### config.mk
export PLATFORM = sky130hd
export DESIGN_NAME = rmii_transmitter
export DESIGN_NICKNAME = d
export VERILOG_FILES = /design/src/rtl/rmii_transmitter_pkg.sv /design/src/rtl/ethernet_crc32_dibit.sv /design/src/rtl/rmii_transmitter.sv
export SDC_FILE = /design/constraint.sdc
export NUM_CORES = 1
export LEC_CHECK = 0
export CAP_MARGIN = 20
export CORE_MARGIN = 3
export CORE_UTILIZATION = 63
export DETAILED_ROUTE_END_ITERATION = 10
export PLACE_DENSITY = 0.82
export SLEW_MARGIN = 0
export SYNTH_ARGS = -nofsm -noshare
export SYNTH_HDL_FRONTEND = slang
export SYNTH_SLANG_ARGS = --single-unit
### constraint.sdc
create_clock -name clock -period 4 [get_ports clock]
set_input_delay 0.4 -clock clock [delete_from_list [all_inputs] [get_ports clock]]
set_output_delay 0.4 -clock clock [all_outputs]
set_load 0.02 [all_outputs]
### src/rtl/rmii_transmitter_pkg.sv
// Shared types and constants for the RMII transmit path: FSM states,
// preamble/SFD byte values, CRC-32 constants and an FCS byte selector.
package rmii_transmitter_pkg;

    typedef enum logic [2:0] {
        ST_IDLE,
        ST_PREAMBLE,
        ST_SFD,
        ST_DATA,
        ST_PAD,
        ST_FCS,
        ST_GAP
    } tx_state_t;

    localparam logic [7:0]  PREAMBLE_BYTE   = 8'h55;
    localparam logic [7:0]  SFD_BYTE        = 8'hD5;
    localparam logic [31:0] CRC_POLYNOMIAL  = 32'hEDB88320;
    localparam logic [31:0] CRC_INIT        = 32'hFFFFFFFF;
    localparam int          DIBITS_PER_BYTE = 4;
    localparam int          PREAMBLE_BYTES  = 7;
    localparam int          BYTE_COUNT_BITS = 11;
    localparam logic [BYTE_COUNT_BITS-1:0] BYTE_COUNT_MAX = '1;

    // FCS byte 'index' as it goes on the wire: the complemented CRC, LSB byte first.
    function automatic logic [7:0] fcs_byte(input logic [31:0] crc, input logic [1:0] index);
        logic [31:0] w_shifted;
        w_shifted = (~crc) >> {index, 3'b000};
        return w_shifted[7:0];
    endfunction

endpackage

### src/rtl/ethernet_crc32_dibit.sv
// Combinational CRC-32 (reflected, 0xEDB88320) advance by one RMII dibit.
// Bit 0 of the dibit is the earlier bit on the wire, so it is folded in first.
// Shared with the receive-side FCS checker.
module ethernet_crc32_dibit
    import rmii_transmitter_pkg::*;
(
    input  logic [31:0] i_crc,
    input  logic [1:0]  i_dibit,
    output logic [31:0] o_crc
);

    logic [31:0] w_crc;

    // Two serial LFSR steps, LSB-first, unrolled.
    always_comb begin
        w_crc = i_crc;
        for (int i = 0; i < 2; i++) begin
            if (w_crc[0] ^ i_dibit[i]) begin
                w_crc = (w_crc >> 1) ^ CRC_POLYNOMIAL;
            end else begin
                w_crc = w_crc >> 1;
            end
        end
    end

    assign o_crc = w_crc;

endmodule

### src/rtl/rmii_transmitter.sv
// RMII transmit MAC serializer: turns a 9-bit byte stream (bit 8 = last byte)
// into preamble, SFD, payload, zero padding, CRC-32 FCS and interframe gap,
// two bits per 50 MHz reference clock.
module rmii_transmitter
    import rmii_transmitter_pkg::*;
#(
    parameter int MINIMUM_FRAME_BYTES  = 60,
    parameter int INTERFRAME_GAP_BYTES = 12,
    parameter bit APPEND_FCS           = 1'b1
)(
    input  logic       clock,
    input  logic       reset_n,
    input  logic [8:0] transmit_data,
    input  logic       transmit_data_valid,
    output logic       transmit_data_ready,
    output logic [1:0] rmii_transmit_data,
    output logic       rmii_transmit_data_valid,
    output logic       transmit_underrun
);

    localparam int GAP_CYCLES = INTERFRAME_GAP_BYTES * DIBITS_PER_BYTE;
    localparam int GAP_WIDTH  = (GAP_CYCLES > 0) ? $clog2(GAP_CYCLES + 1) : 1;
    localparam logic [GAP_WIDTH-1:0] GAP_LAST =
        GAP_WIDTH'((GAP_CYCLES > 0) ? GAP_CYCLES - 1 : 0);
    localparam logic [BYTE_COUNT_BITS-1:0] MIN_BYTES = BYTE_COUNT_BITS'(MINIMUM_FRAME_BYTES);
    // With no gap configured a finished frame drops straight back to IDLE.
    localparam tx_state_t END_STATE = (GAP_CYCLES > 0) ? ST_GAP : ST_IDLE;

    tx_state_t                  r_state;
    logic [1:0]                 r_dibit;
    logic [2:0]                 r_sub_count;   // preamble byte index, then FCS byte index
    logic [BYTE_COUNT_BITS-1:0] r_byte_count;  // payload + pad bytes loaded so far
    logic [GAP_WIDTH-1:0]       r_gap_count;
    logic [7:0]                 r_shift;       // [1:0] is the dibit currently on TXD
    logic                       r_last;        // byte in r_shift carried the last flag
    logic                       r_tx_en;
    logic [31:0]                r_crc;

    logic                       w_byte_end;
    logic                       w_ready;
    logic                       w_need_pad;
    logic [7:0]                 w_shift_next;
    logic [7:0]                 w_fcs_next_byte;
    logic [BYTE_COUNT_BITS-1:0] w_byte_count_inc;
    logic [31:0]                w_crc_next;

    // CRC advanced by the dibit that is on the wire this cycle.
    ethernet_crc32_dibit u_crc (
        .i_crc   (r_crc),
        .i_dibit (r_shift[1:0]),
        .o_crc   (w_crc_next)
    );

    assign w_byte_end       = (r_dibit == 2'd3);
    // A new byte is pulled only at the last dibit of SFD or of a non-final data byte.
    assign w_ready          = w_byte_end &&
                              ((r_state == ST_SFD) || ((r_state == ST_DATA) && !r_last));
    assign w_need_pad       = (r_byte_count < MIN_BYTES);
    assign w_shift_next     = {2'b00, r_shift[7:2]};
    assign w_byte_count_inc = (r_byte_count == BYTE_COUNT_MAX) ? r_byte_count
                                                               : r_byte_count + 1'b1;
    assign w_fcs_next_byte  = fcs_byte(r_crc, r_sub_count[1:0] + 2'd1);

    assign transmit_data_ready      = w_ready;
    assign transmit_underrun        = w_ready && !transmit_data_valid;
    assign rmii_transmit_data       = r_shift[1:0];
    assign rmii_transmit_data_valid = r_tx_en;

    // Frame sequencer; TXD/TX_EN come straight from r_shift/r_tx_en.
    always_ff @(posedge clock or negedge reset_n) begin
        if (!reset_n) begin
            r_state      <= ST_IDLE;
            r_dibit      <= '0;
            r_sub_count  <= '0;
            r_byte_count <= '0;
            r_gap_count  <= '0;
            r_shift      <= '0;
            r_last       <= 1'b0;
            r_tx_en      <= 1'b0;
            r_crc        <= CRC_INIT;
        end else begin
            case (r_state)
                ST_IDLE: begin
                    if (transmit_data_valid) begin
                        r_state      <= ST_PREAMBLE;
                        r_tx_en      <= 1'b1;
                        r_shift      <= PREAMBLE_BYTE;
                        r_dibit      <= '0;
                        r_sub_count  <= '0;
                        r_byte_count <= '0;
                        r_last       <= 1'b0;
                        r_crc        <= CRC_INIT;
                    end
                end

                ST_PREAMBLE: begin
                    r_dibit <= r_dibit + 2'd1;
                    if (w_byte_end) begin
                        if (r_sub_count == 3'(PREAMBLE_BYTES - 1)) begin
                            r_state     <= ST_SFD;
                            r_sub_count <= '0;
                            r_shift     <= SFD_BYTE;
                        end else begin
                            r_sub_count <= r_sub_count + 3'd1;
                            r_shift     <= PREAMBLE_BYTE;
                        end
                    end else begin
                        r_shift <= w_shift_next;
                    end
                end

                ST_SFD: begin
                    r_dibit <= r_dibit + 2'd1;
                    r_crc   <= CRC_INIT;
                    if (w_byte_end) begin
                        if (transmit_data_valid) begin
                            r_state      <= ST_DATA;
                            r_shift      <= transmit_data[7:0];
                            r_last       <= transmit_data[8];
                            r_byte_count <= BYTE_COUNT_BITS'(1);
                        end else begin
                            // No first byte: abort the frame after SFD.
                            r_state     <= END_STATE;
                            r_tx_en     <= 1'b0;
                            r_shift     <= '0;
                            r_dibit     <= '0;
                            r_gap_count <= '0;
                            r_last      <= 1'b0;
                        end
                    end else begin
                        r_shift <= w_shift_next;
                    end
                end

                ST_DATA: begin
                    r_dibit <= r_dibit + 2'd1;
                    r_crc   <= w_crc_next;
                    if (w_byte_end) begin
                        if (r_last) begin
                            if (w_need_pad) begin
                                r_state      <= ST_PAD;
                                r_shift      <= '0;
                                r_byte_count <= w_byte_count_inc;
                            end else if (APPEND_FCS) begin
                                r_state     <= ST_FCS;
                                r_sub_count <= '0;
                                r_shift     <= ~w_crc_next[7:0];
                            end else begin
                                r_state     <= END_STATE;
                                r_tx_en     <= 1'b0;
                                r_shift     <= '0;
                                r_dibit     <= '0;
                                r_gap_count <= '0;
                                r_last      <= 1'b0;
                            end
                        end else if (transmit_data_valid) begin
                            r_shift      <= transmit_data[7:0];
                            r_last       <= transmit_data[8];
                            r_byte_count <= w_byte_count_inc;
                        end else begin
                            // Underrun: truncate the frame, no FCS, still enforce the gap.
                            r_state     <= END_STATE;
                            r_tx_en     <= 1'b0;
                            r_shift     <= '0;
                            r_dibit     <= '0;
                            r_gap_count <= '0;
                            r_last      <= 1'b0;
                        end
                    end else begin
                        r_shift <= w_shift_next;
                    end
                end

                ST_PAD: begin
                    r_dibit <= r_dibit + 2'd1;
                    r_crc   <= w_crc_next;
                    if (w_byte_end) begin
                        if (w_need_pad) begin
                            r_shift      <= '0;
                            r_byte_count <= w_byte_count_inc;
                        end else if (APPEND_FCS) begin
                            r_state     <= ST_FCS;
                            r_sub_count <= '0;
                            r_shift     <= ~w_crc_next[7:0];
                        end else begin
                            r_state     <= END_STATE;
                            r_tx_en     <= 1'b0;
                            r_shift     <= '0;
                            r_dibit     <= '0;
                            r_gap_count <= '0;
                            r_last      <= 1'b0;
                        end
                    end else begin
                        r_shift <= w_shift_next;
                    end
                end

                ST_FCS: begin
                    // r_crc holds the final (uncomplemented) CRC for the whole state.
                    r_dibit <= r_dibit + 2'd1;
                    if (w_byte_end) begin
                        if (r_sub_count == 3'd3) begin
                            r_state     <= END_STATE;
                            r_tx_en     <= 1'b0;
                            r_shift     <= '0;
                            r_dibit     <= '0;
                            r_gap_count <= '0;
                            r_last      <= 1'b0;
                        end else begin
                            r_sub_count <= r_sub_count + 3'd1;
                            r_shift     <= w_fcs_next_byte;
                        end
                    end else begin
                        r_shift <= w_shift_next;
                    end
                end

                ST_GAP: begin
                    if (r_gap_count == GAP_LAST) begin
                        r_gap_count <= '0;
                        // Back-to-back: start the next preamble without an idle cycle.
                        if (transmit_data_valid) begin
                            r_state      <= ST_PREAMBLE;
                            r_tx_en      <= 1'b1;
                            r_shift      <= PREAMBLE_BYTE;
                            r_dibit      <= '0;
                            r_sub_count  <= '0;
                            r_byte_count <= '0;
                            r_last       <= 1'b0;
                            r_crc        <= CRC_INIT;
                        end else begin
                            r_state <= ST_IDLE;
                        end
                    end else begin
                        r_gap_count <= r_gap_count + GAP_WIDTH'(1);
                    end
                end

                default: begin
                    r_state <= ST_IDLE;
                    r_tx_en <= 1'b0;
                    r_shift <= '0;
                end
            endcase
        end
    end

endmodule
### After elaboration in Yosys (flattened, before gate mapping)

Index checks and enable logic that the tools add are counted.

| cells by class | value |
|---|---|
| reductions and logical operators | 23 |
| shift-type cells | 1 |
| equality and inequality tests | 27 |
| bitwise logic cells | 7 |
| add/subtract/negate cells | 5 |
| $lt $le $gt $ge | 1 |
| mux-type cells | 89 |

Operators with widths:

| cell | number |
|---|---|
| $mux W32 | 4 |
| $pmux W32 S4 | 1 |
| $mux W11 | 10 |
| $mux W8 | 12 |
| $mux W3 | 23 |
| $pmux W8 S7 | 1 |
| $pmux W11 S5 | 1 |
| $mux W6 | 7 |
| $not A32 Y32 | 1 |
| $shr A32 B5 Y8 | 1 |
| $ne A2 B2 Y1 const B | 14 |
| $not A13 Y14 | 2 |
| $pmux W6 S4 | 1 |
| $pmux W3 S7 | 1 |
| $pmux W3 S6 | 1 |
| $mux W1 | 16 |
| $mux W2 | 8 |
| $reduce_and A7 Y1 | 2 |
| $eq A3 B3 Y1 const B | 4 |
| $pmux W2 S6 | 1 |
| $reduce_and A6 Y1 | 2 |
| $reduce_bool A6 Y1 | 2 |
| $add A11 B1 Y11 const B | 1 |
| $eq A11 B11 Y1 const B | 1 |
| 24 further kinds | 36 |

| storage, ports and cells | value |
|---|---|
| word-level logic and storage cells | 162 |
| output and inout port bits | 5 |
| input bits | 12 |
| bits in registers | 67 |

### Longest topological paths before layout

Gate-level depths: netlist of run 1.

| logic depth | value |
|---|---|
| word-level depth | 9 |
| depth in mapped cells | 9 |
| mapped depth without buffers | 7 |

### By module

A second synthesis of run 1 with hierarchy kept.

| second synthesis, totals | value |
|---|---|
| cells, all modules | 468 |
| area total of the unflattened synthesis | 4,604.4 sq um |

By module, submodules not included:

| module | area an instance (sq um) | sequential area each (sq um) | cells an instance | instances |
|---|---|---|---|---|
| rmii_transmitter | 4,190.3 | 1,716.6 | 432 | 1 |
| ethernet_crc32_dibit | 414.1 | 0.0 | 36 | 1 |

### Worst setup path after synthesis of run 1

Ideal clock, no wire load.

| path | value |
|---|---|
| path type | register -> register |
| from | register r_sub_count[0] |
| to | register r_shift[7] |
| buffers on the path | 2 |
| required time | 3.878 ns |
| library setup time | 0.122 ns |
| data arrival time | 2.113 ns |
| period minus slack after synthesis | 2.234 ns |
| cell stages (with the launch flop) | 10 |
| slack | 1.766 ns |
| cells stage by stage | dfrtp_1 > buf_2 > inv_1 > ha_1 > clkbuf_1 > mux4_2 > nor2_1 > a311oi_1 > o41ai_1 > a32o_1 |

| on the way | value |
|---|---|
| cells in the longest elaborated chain, start to end | 5 |
| elaborated cells on any way between the ends | 9 |
| classes of those cells | add/sub: 1; eq/ne: 2; shift: 1; mux: 5 |

RTL lines:

| element | line | RTL |
|---|---|---|
| from (decl) | rmii_transmitter.sv:31 | `logic [2:0] r_sub_count;` |
| from (signal assigned) | rmii_transmitter.sv:104 | `r_sub_count <= r_sub_count + 3'd1;` |
| from (signal assigned) | rmii_transmitter.sv:210 | `r_sub_count <= r_sub_count + 3'd1;` |
| $add A2 B1 Y2 | rmii_transmitter.sv:62 | `assign w_fcs_next_byte = fcs_byte(r_crc, r_sub_count[1:0] + 2'd1);` |
| $shr A32 B5 Y8 | rmii_transmitter_pkg.sv:27 | `w_shifted = (~crc) >> {index, 3'b000};` |
| $mux W8 | rmii_transmitter.sv:202 | `if (r_sub_count == 3'd3) begin` |
| $mux W8 | rmii_transmitter.sv:201 | `if (w_byte_end) begin` |
| $pmux W8 S7 (*) | rmii_transmitter.sv:82 | `case (r_state)` |
| to (signal assigned) | rmii_transmitter.sv:194 | `r_shift <= w_shift_next;` |
| to (signal assigned) | rmii_transmitter.sv:211 | `r_shift <= w_fcs_next_byte;` |
| to (signal assigned) | rmii_transmitter.sv:214 | `r_shift <= w_shift_next;` |
| to (decl) | rmii_transmitter.sv:34 | `logic [7:0] r_shift;` |

Every way passes the cells marked *; elsewhere a longest branch is shown, timed or not.
A chain may end at the register's enable or synchronous reset.

### Final worst setup path of run 1

| path | value |
|---|---|
| from | register r_state[1] |
| to | output port transmit_underrun |

| on the way | value |
|---|---|
| cells in the longest elaborated chain, start to end | 5 |
| elaborated cells on any way between the ends | 6 |
| classes of those cells | eq/ne: 2; reduce/logical: 4 |

RTL lines:

| element | line | RTL |
|---|---|---|
| from (decl) | rmii_transmitter.sv:29 | `tx_state_t r_state;` |
| from (signal assigned) | rmii_transmitter.sv:72 | `r_state <= ST_IDLE;` |
| from (signal assigned) | rmii_transmitter.sv:85 | `r_state <= ST_PREAMBLE;` |
| from (signal assigned) | rmii_transmitter.sv:100 | `r_state <= ST_SFD;` |
| $eq A3 B2 Y1 | rmii_transmitter.sv:57 | `((r_state == ST_SFD) \|\| ((r_state == ST_DATA) && !r_last));` |
| $logic_and A1 B1 Y1 | rmii_transmitter.sv:57 |  |
| $logic_or A1 B1 Y1 (*) | rmii_transmitter.sv:57 |  |
| $logic_and A1 B1 Y1 (*) | rmii_transmitter.sv:56 | `assign w_ready = w_byte_end &&` |
| $logic_and A1 B1 Y1 (*) | rmii_transmitter.sv:65 | `assign transmit_underrun = w_ready && !transmit_data_valid;` |
| to (decl) | rmii_transmitter.sv:18 | `output logic transmit_underrun` |

Marked as above.

==> results.txt, run 1 <==
The number of global-route vias before repair came to approximately 3,700. The post-route netlist has 17.4% of its cells at a drive strength greater than 1. The floorplan row count came out at 29. Yosys attributes the largest share of cell area to sky130_fd_sc_hd__dfrtp_1 (20%), sky130_fd_sc_hd__dfstp_2 (19%), sky130_fd_sc_hd__a21oi_1 (4.3%). The final layout contains between 400 and 500 nets.

The H-tree generated during clock tree synthesis spans 3 levels. The average routed wire per standard cell is ~20 um. The final count of negative-setup-slack endpoints is 0. The detailed-route vias per instance came out at a little over 7. The slew at the pin with the worst max-slew slack came out at 0.983 ns.

The placed cell count came out at between 500 and 600. For this design the ratio of total power to cell area is between 200 and 300 nW/um^2. The number of buffers created by CTS came out at 9. The antenna diode count came out at 0. The net count of the mapped netlist is slightly below 500. The area fraction of the dominant cell type after synthesis is 20.1%. The final-report hold violation count came out at 0.

The reg2reg setup slack came out at approximately 1.4 ns. The flow ran to the end, and the final reports show no timing, DRC or antenna violations. The core area came out at 6530 um^2. For this block, the routed nets add up to roughly 11,000 um of wire.

For this design the static power due to leakage is approximately 1.9 nW. After synthesis, the most frequently instantiated cells are sky130_fd_sc_hd__nor2_1 (44), sky130_fd_sc_hd__a21oi_1 (37), sky130_fd_sc_hd__o21ai_0 (37). The arrival time of data at the critical path endpoint is around 2.5 ns. The normalized max-slew margin came out at between 30% and 40%. The die width is approximately 89 um. At the later pin of the worst-skew pair, clock insertion delay measures approximately 0.34 ns. The tree is rooted in a sky130_fd_sc_hd__clkbuf_8. The share of the yosys chip area belonging to registers is roughly two fifths. The ratio of final minimum period to clock period came out at between 70% and 80%. The post-synthesis cell count came out at 470. The number of port buffers came out at 16. The final critical delay including setup and external delays is a little under 3 ns. The maximum fanout encountered on the critical timing path is 13. The post-route DRC violation count is 0. After global routing the overflow that remains totals 0. The number of buffers inserted to repair setup after CTS is 0. The post-place instance area is ~4500 um^2.

In this run the count of I/O pins placed on the die edge is 17. The layout has about 490 filler cells. The floorplan step defined a die boundary enclosing approximately 8000 um^2. For this design, the CTS-stage hold fixing added 0 buffers.

STA classifies the critical path endpoint as a primary output. The routability congestion estimate from global placement came out at a little under 1. The clock input transition at the sequential cells of the worst setup and hold paths is 0.08 ns.

Synthesis inferred between 60 and 70 register bits. For this block, the via count after detailed routing is 3,933. The initial core utilization is 66.7%. The number of non-filler instances in the completed layout came out at roughly 550. The worst setup path is of the reg -> out kind.

The highest attainable clock frequency came out at around 340 MHz. After synthesis, the mean cell area works out to 9.26 um^2. For this run, the leading register cell type out of synthesis is sky130_fd_sc_hd__dfrtp_1. The number of synthesized flops with an enable pin came out at 0. Measured in cells, the most critical reg-to-reg path has a length of 5. The setup TNS came out at 0 ns. The clock passes through at most 2 buffers. The max-slew violation count came out at 0. The fraction of the core area covered by cells at the end of the flow is 72.3%.

The height of the die came out at a little under 90 um. The cell area that synthesis handed to floorplanning was 4350 um^2. The sum of net half-perimeters after detailed placement came out at around 7700 um.

The detail route stage leaves a number of antenna-violating nets equal to 0. The global-route total usage across every layer is a little under a third. The number of max-capacitance violations reported is 0. The length of the first detailed-routing pass in iterations came out at 6.

STA puts the critical path data required time at between 3 and 4 ns. The detailed router's first-iteration violation count came out at 547. sky130_fd_sc_hd__nor2_1 is the most common cell in the netlist. Setup repair after global routing left no endpoint under its margin. The worst setup path is launched from a flip-flop. The pin count of the biggest net entering global routing came out at 39. The worst min-delay path category is in -> async. The maximum clock skew at final layout is around 0.013 ns. The first-pass GRT wire length came out at between 15,000 and 20,000 um.

The number of antenna violations at the first check in global routing is 0. The layout-stage area growth over the synthesis result came out at 8.51%. TritonCTS built the clock tree.

The finished cells cover about 4700 um^2. After clock tree synthesis, the repair step resized 0 gates. Counting flops with an async set or reset pin after synthesis yields a share of between 90% and 100%. VDD sags by at most between 0.2 and 0.3 mV. sky130_fd_sc_hd__dfrtp_1 takes more of the synthesized area than any other cell.

The count of unique library cells instantiated by Yosys is 69. For this design, the sink count on the clock tree is 67. The total of warnings raised by yosys is 0.
[power breakdown]
group          internal, mW  switching, mW  total [mW]  leakage (nW)
registers             0.679              0       0.679         0.782
clock network         0.322          0.266       0.588         0.111
logic                0.0126         0.0243      0.0370         0.988
total                  1.01          0.291        1.30          1.88
[registers in the layout, summed over array words and instances, names as in the netlist]
signal                    flops
r_shift                       8
r_gap_count                   6
r_dibit                       2
r_sub_count                   3
r_last                        1
r_crc                        32
r_byte_count                 11
r_state                       3
rmii_transmit_data_valid      1
[cells by family (layout without fill, tap and decap cells)]
logic type	count (synthesis)	after routing	synth area share, %
AOI/OAI and AO/OA	164	164	25.5
and+or+nand+nor	152	152	18.1
DFF	67	67	39.4
buffers and inverters	45	52	4.71
xor gates and xnor gates	24	24	5.34
muxes	12	12	5.14
adders and majority gates	6	6	1.72
[through the flow]
stage	hold WS (ns)	setup WS [ns]	power, mW
6_report	0.177	1.10	1.30
5_1_grt	0.209	0.953	1.35
4_1_cts	0.186	1.11	1.31
3_5_place_dp	0.473	1.27	0.728
3_3_place_gp	0.467	1.31	0.727
2_1_floorplan	0.104	1.77	0.699
[cell type report]
cell class,instances,area [um^2],area share (%)
clock inverter,3,23.8,0.503
timing repair buffer,24,215,4.56
inverter,12,45.0,0.953
multi-input combinational,358,2440,51.6
clock buffer,13,191,4.05
tap,77,96.3,2.04
sequential,67,1720,36.3
[critical path, cell delays in order (launching register included)]
cell	delay, ns
sky130_fd_sc_hd__dfrtp_1	0.59
sky130_fd_sc_hd__nor2b_1	0.56
sky130_fd_sc_hd__and3_1	0.27
sky130_fd_sc_hd__and2_1	0.13
sky130_fd_sc_hd__clkdlybuf4s50_1	0.61
[routing by layer]
layer  GRT usage [%]  share of wire (%)
met5               0                  0
met4            12.7                3.8
met3            4.42                8.0
met2            46.7                 47
met1            43.0                 42
[layout by cell type (no fill, tap or decap), types with 5 or more instances in the layout]
master,Yosys,layout
sky130_fd_sc_hd__mux4_2,8,8
sky130_fd_sc_hd__clkdlybuf4s50_1,0,15
sky130_fd_sc_hd__dfstp_2,32,32
sky130_fd_sc_hd__o31ai_1,6,6
sky130_fd_sc_hd__nor4_1,5,5
sky130_fd_sc_hd__nor3_1,8,8
sky130_fd_sc_hd__a211o_1,5,5
sky130_fd_sc_hd__dfrtp_1,35,35
sky130_fd_sc_hd__ha_1,6,6
sky130_fd_sc_hd__nor2_1,44,44
sky130_fd_sc_hd__buf_4,3,8
sky130_fd_sc_hd__o211ai_1,5,5
sky130_fd_sc_hd__nand2b_1,6,6
sky130_fd_sc_hd__a21oi_1,37,36
sky130_fd_sc_hd__a31oi_1,9,9
sky130_fd_sc_hd__nand3_1,10,10
sky130_fd_sc_hd__o21ai_0,37,37
sky130_fd_sc_hd__o22ai_1,5,5
sky130_fd_sc_hd__xnor2_1,16,16
sky130_fd_sc_hd__a22o_1,5,5
sky130_fd_sc_hd__and3_1,8,8
sky130_fd_sc_hd__o22a_1,17,17
sky130_fd_sc_hd__clkbuf_8,0,10
sky130_fd_sc_hd__nand2_1,34,34
sky130_fd_sc_hd__inv_1,12,12
sky130_fd_sc_hd__xor2_1,5,5
[final timing paths]
| check | startpoint | to |
|---|---|---|
| max | r_state[1] | transmit_underrun |
| min | reset_n | r_dibit[1] |
| max reg2reg | r_state[0] | r_shift[4] |
| min reg2reg | r_shift[5] | r_shift[5] |
| max in group asynchronous | reset_n | r_crc[2] |
| min in group clock | r_shift[5] | r_shift[5] |
Power figures use the tool's default switching activity.
==> run 2, diff against run 1 <==
Settings changed: CORE_UTILIZATION 63 to 62, PLACE_DENSITY 0.82 to 0.81.
Clock period 4 ns to 2.79 ns, I/O delays scaled along.
==> run 2 against run 1 <==
Global-route usage is 1.5 points lower; power rose by 43%; design area rose by 2.3%; die area rose by 1.5%; worst hold slack better by 0.31 ns; combinational power increased by 55%; via count up 0.41%; first-iteration DRC count is 11% higher; setup slack lost 0.90 ns; critical path depth up 2; sequential share of layout area down 0.83 points; critical path type is now reg -> reg; largest cell class unchanged.
==> results.txt, run 2 (synthesized netlist as in run 1, its figures left out) <==
The slew at the pin with the worst max-slew slack is between 0.7 and 0.8 ns. During placement, the flow inserted port buffers numbering 16. The number of antenna violations at the first check in global routing came out at 0. In the final layout, the registers with the most flip-flops are r_crc (32), r_byte_count (11), r_shift (8). After routing, the total negative slack on setup checks comes to 0 ns.

The worst path in the final design needs a cycle of 2.59 ns, including I/O delays and setup. The fill cell instance count of the final layout came out at just under 500. In this run the vertical extent of the chip is around 90 um. The CTS tree is done. The reg2reg setup slack is slightly above 0.2 ns. The worst endpoint required time came out at roughly 3.0 ns.

The critical path ends at r_sub_count[2]. In this run, CTS created clock tree buffers numbering 9. Detailed routing inserted a total of approximately 3,900 vias. The sort of element at the end of the critical path is a flip-flop. The final global-route overflow total is 0. Clock skew on the completed layout was measured at about 0.0065 ns. The CTS H-tree depth is 3. The detailed router's first-iteration violation count came out at 608. The post-place instance area came out at 4630 um^2. The average routed wire per standard cell came out at 19.3 um. The footprint of the flip-flops and latches is between 1500 and 2000 um^2. The routability congestion estimate from global placement came out at roughly 0.94. The overall power consumption came out at roughly 1.9 mW.

The ratio of final minimum period to clock period came out at 92.7%. Data on the critical path arrives at its endpoint at approximately 2.8 ns. The leading cell type in the layout, fill and taps excluded is sky130_fd_sc_hd__nor2_1. The tightest min-delay check is of the reg -> reg type.

The origin of the worst setup path is r_gap_count[0]. The portion of total power attributed to combinational logic came out at a little over 3%. The worst setup path is of the reg -> reg kind.

The core area is roughly 6600 um^2. The detailed-route vias per instance came out at roughly 6.8. The total number of clock tree sinks came out at 67.

Counting along the longest clock path gives a buffer depth of 2. The element type at the critical path start is a flip-flop. In this run the clock root is driven by a sky130_fd_sc_hd__clkbuf_8. The post-route DRC violation count is 0.

The floorplan step defined a die boundary enclosing approximately 8100 um^2. In this run switching power makes up roughly a quarter of total power. The pre-antenna-repair detailed-routing pass consisted of 7 iterations. The later pin in the worst-skew pair is clocked with a latency of 0.36 ns. The worst-case reg-to-reg path depth came out at 6. The number of buffers inserted to repair setup after CTS is 0.

Summing all multi-input logic gate instances after layout gives around 2400 um^2. The die width came out at about 90 um. The I/O pin count came out at 17.

The clock input transition at the sequential cells of the worst setup and hold paths is roughly 0.080 ns. The startpoint identified for the worst register-to-register timing path is r_gap_count[0]. The first-pass GRT wire length came out at 18,700 um. The remaining antenna violation count after routing is 0. The power share of the sequential group came out at a little over half. The normalized max-slew margin is between 40% and 50%. Summed over all nets, the half-perimeter wirelength after detailed placement is 7940 um.

The number of max-capacitance violations reported came out at 0. The floorplan row count is 29. The peak supply drop came out at between 0.3 and 0.4 mV. The highest attainable clock frequency came out at between 300 and 400 MHz. In this run the worst path has a maximum fanout of 6.

The fraction of final layout cells with drive strength greater than 1 is 19.8%. In the layout the commonest cells are sky130_fd_sc_hd__nor2_1 (44), sky130_fd_sc_hd__o21ai_0 (37), sky130_fd_sc_hd__a21oi_1 (36), sky130_fd_sc_hd__dfrtp_1 (35), sky130_fd_sc_hd__nand2_1 (34). The max-slew violation count is 0. The internal power came out at around 1.4 mW. The flip-flop count of the largest register, all copies and words added came out at 32. The hold buffer count at cts came out at 1. The antenna diode count came out at 0.

The final-report hold violation count came out at 0. Summed over all cells, the static leakage comes to roughly 1.9 nW. The number of global-route vias before repair came out at ~3,800. Setup violations remaining at the end of the flow were counted as 0.

The worst hold path begins at r_dibit[0]. The power per cell area came out at 386 nW/um^2. The pin count of the biggest net entering global routing came out at 33. Counting flops per register, the top entry is r_crc. Global routing used between 20% and 30% of the available tracks.

The layout-stage area growth over the synthesis result came out at 11.0%. The post-layout instance area came out at 4830 um^2. The post-cts resize count is 0. The analysis attributes to net switching a power of around 450 uW.

The run finished with clean final reports. For this run, the post-layout net count is between 500 and 600. The endpoint identified for the worst register-to-register timing path is r_sub_count[2]. The clock network power share came out at about 45%. Setup repair after global routing left no endpoint under its margin. The initial utilization of the core area, before any placement, comes to between 60% and 70%.

The total wire length after detailed routing is 11,300 um.
==> run 2: cell types whose count changed in the layout (fill, tap and decap cells not counted), sizes merged <==
cell,change
buf,+13
bufinv,+1
clkbuf,-4
clkinv,+2
dlygate4sd3,+1
inv,+1
==> run 2: worst max-delay path, stage by stage (launching register included) <==
cell and delay, ns:
sky130_fd_sc_hd__dfrtp_1 0.39, sky130_fd_sc_hd__ha_1 0.20, sky130_fd_sc_hd__nand3_1 0.11, sky130_fd_sc_hd__o21ai_0 0.63, sky130_fd_sc_hd__nand3b_1 0.35, sky130_fd_sc_hd__a211oi_2 0.41, sky130_fd_sc_hd__mux2_2 0.38
==> run 2: final cells by class <==
cell class | instances | share of cell area, %
Clock buffer | 9 | 2.56
Clock inverter | 7 | 1.53
Inverter | 12 | 0.932
Multi-Input combinational cell | 358 | 50.4
Sequential cell | 67 | 35.5
Tap cell | 93 | 2.41
Timing Repair Buffer | 38 | 6.68
==> run 2: routing by layer <==
layer,global-route usage (%),vias to the layer above,wire (um)
li1,-,1804,-
met1,39.6,1886,4700
met2,44.8,216,5340
met3,4.67,43,915
met4,13.7,0,313
met5,0,-,0
==> run 2: metrics by stage <==
step           hold slack, ns  utilization (%)  std cells  setup WS (ns)
3_3_place_gp            0.346             70.5        567          0.353
6_report                0.487             73.6        584          0.203
2_1_floorplan         -0.0166                -        470          0.556
4_1_cts                 0.489             73.6        584          0.241
3_5_place_dp            0.361             70.5        567          0.261
5_1_grt                 0.525             73.6        584         0.0292
==> run 2: worst min path at each step <==
stage / to / slack [ns] / cells past startpoint
4_1_cts: r_dibit[0] / 0.49 / 1
3_3_place_gp: r_last / 0.35 / 1
3_5_place_dp: r_state[2] / 0.36 / 1
6_report: r_dibit[0] / 0.49 / 1
5_1_grt: r_dibit[0] / 0.52 / 1
2_1_floorplan: r_byte_count[0] / -0.02 / 0
==> run 2: power groups by stage <==
stage	clock network [mW]	registers (mW)	logic, mW
6_report	0.834	0.973	0.0573
2_1_floorplan	0	0.990	0.0117
3_3_place_gp	0	0.990	0.0555
3_5_place_dp	0	0.990	0.0563
4_1_cts	0.845	0.973	0.0578
5_1_grt	0.888	0.973	0.0629
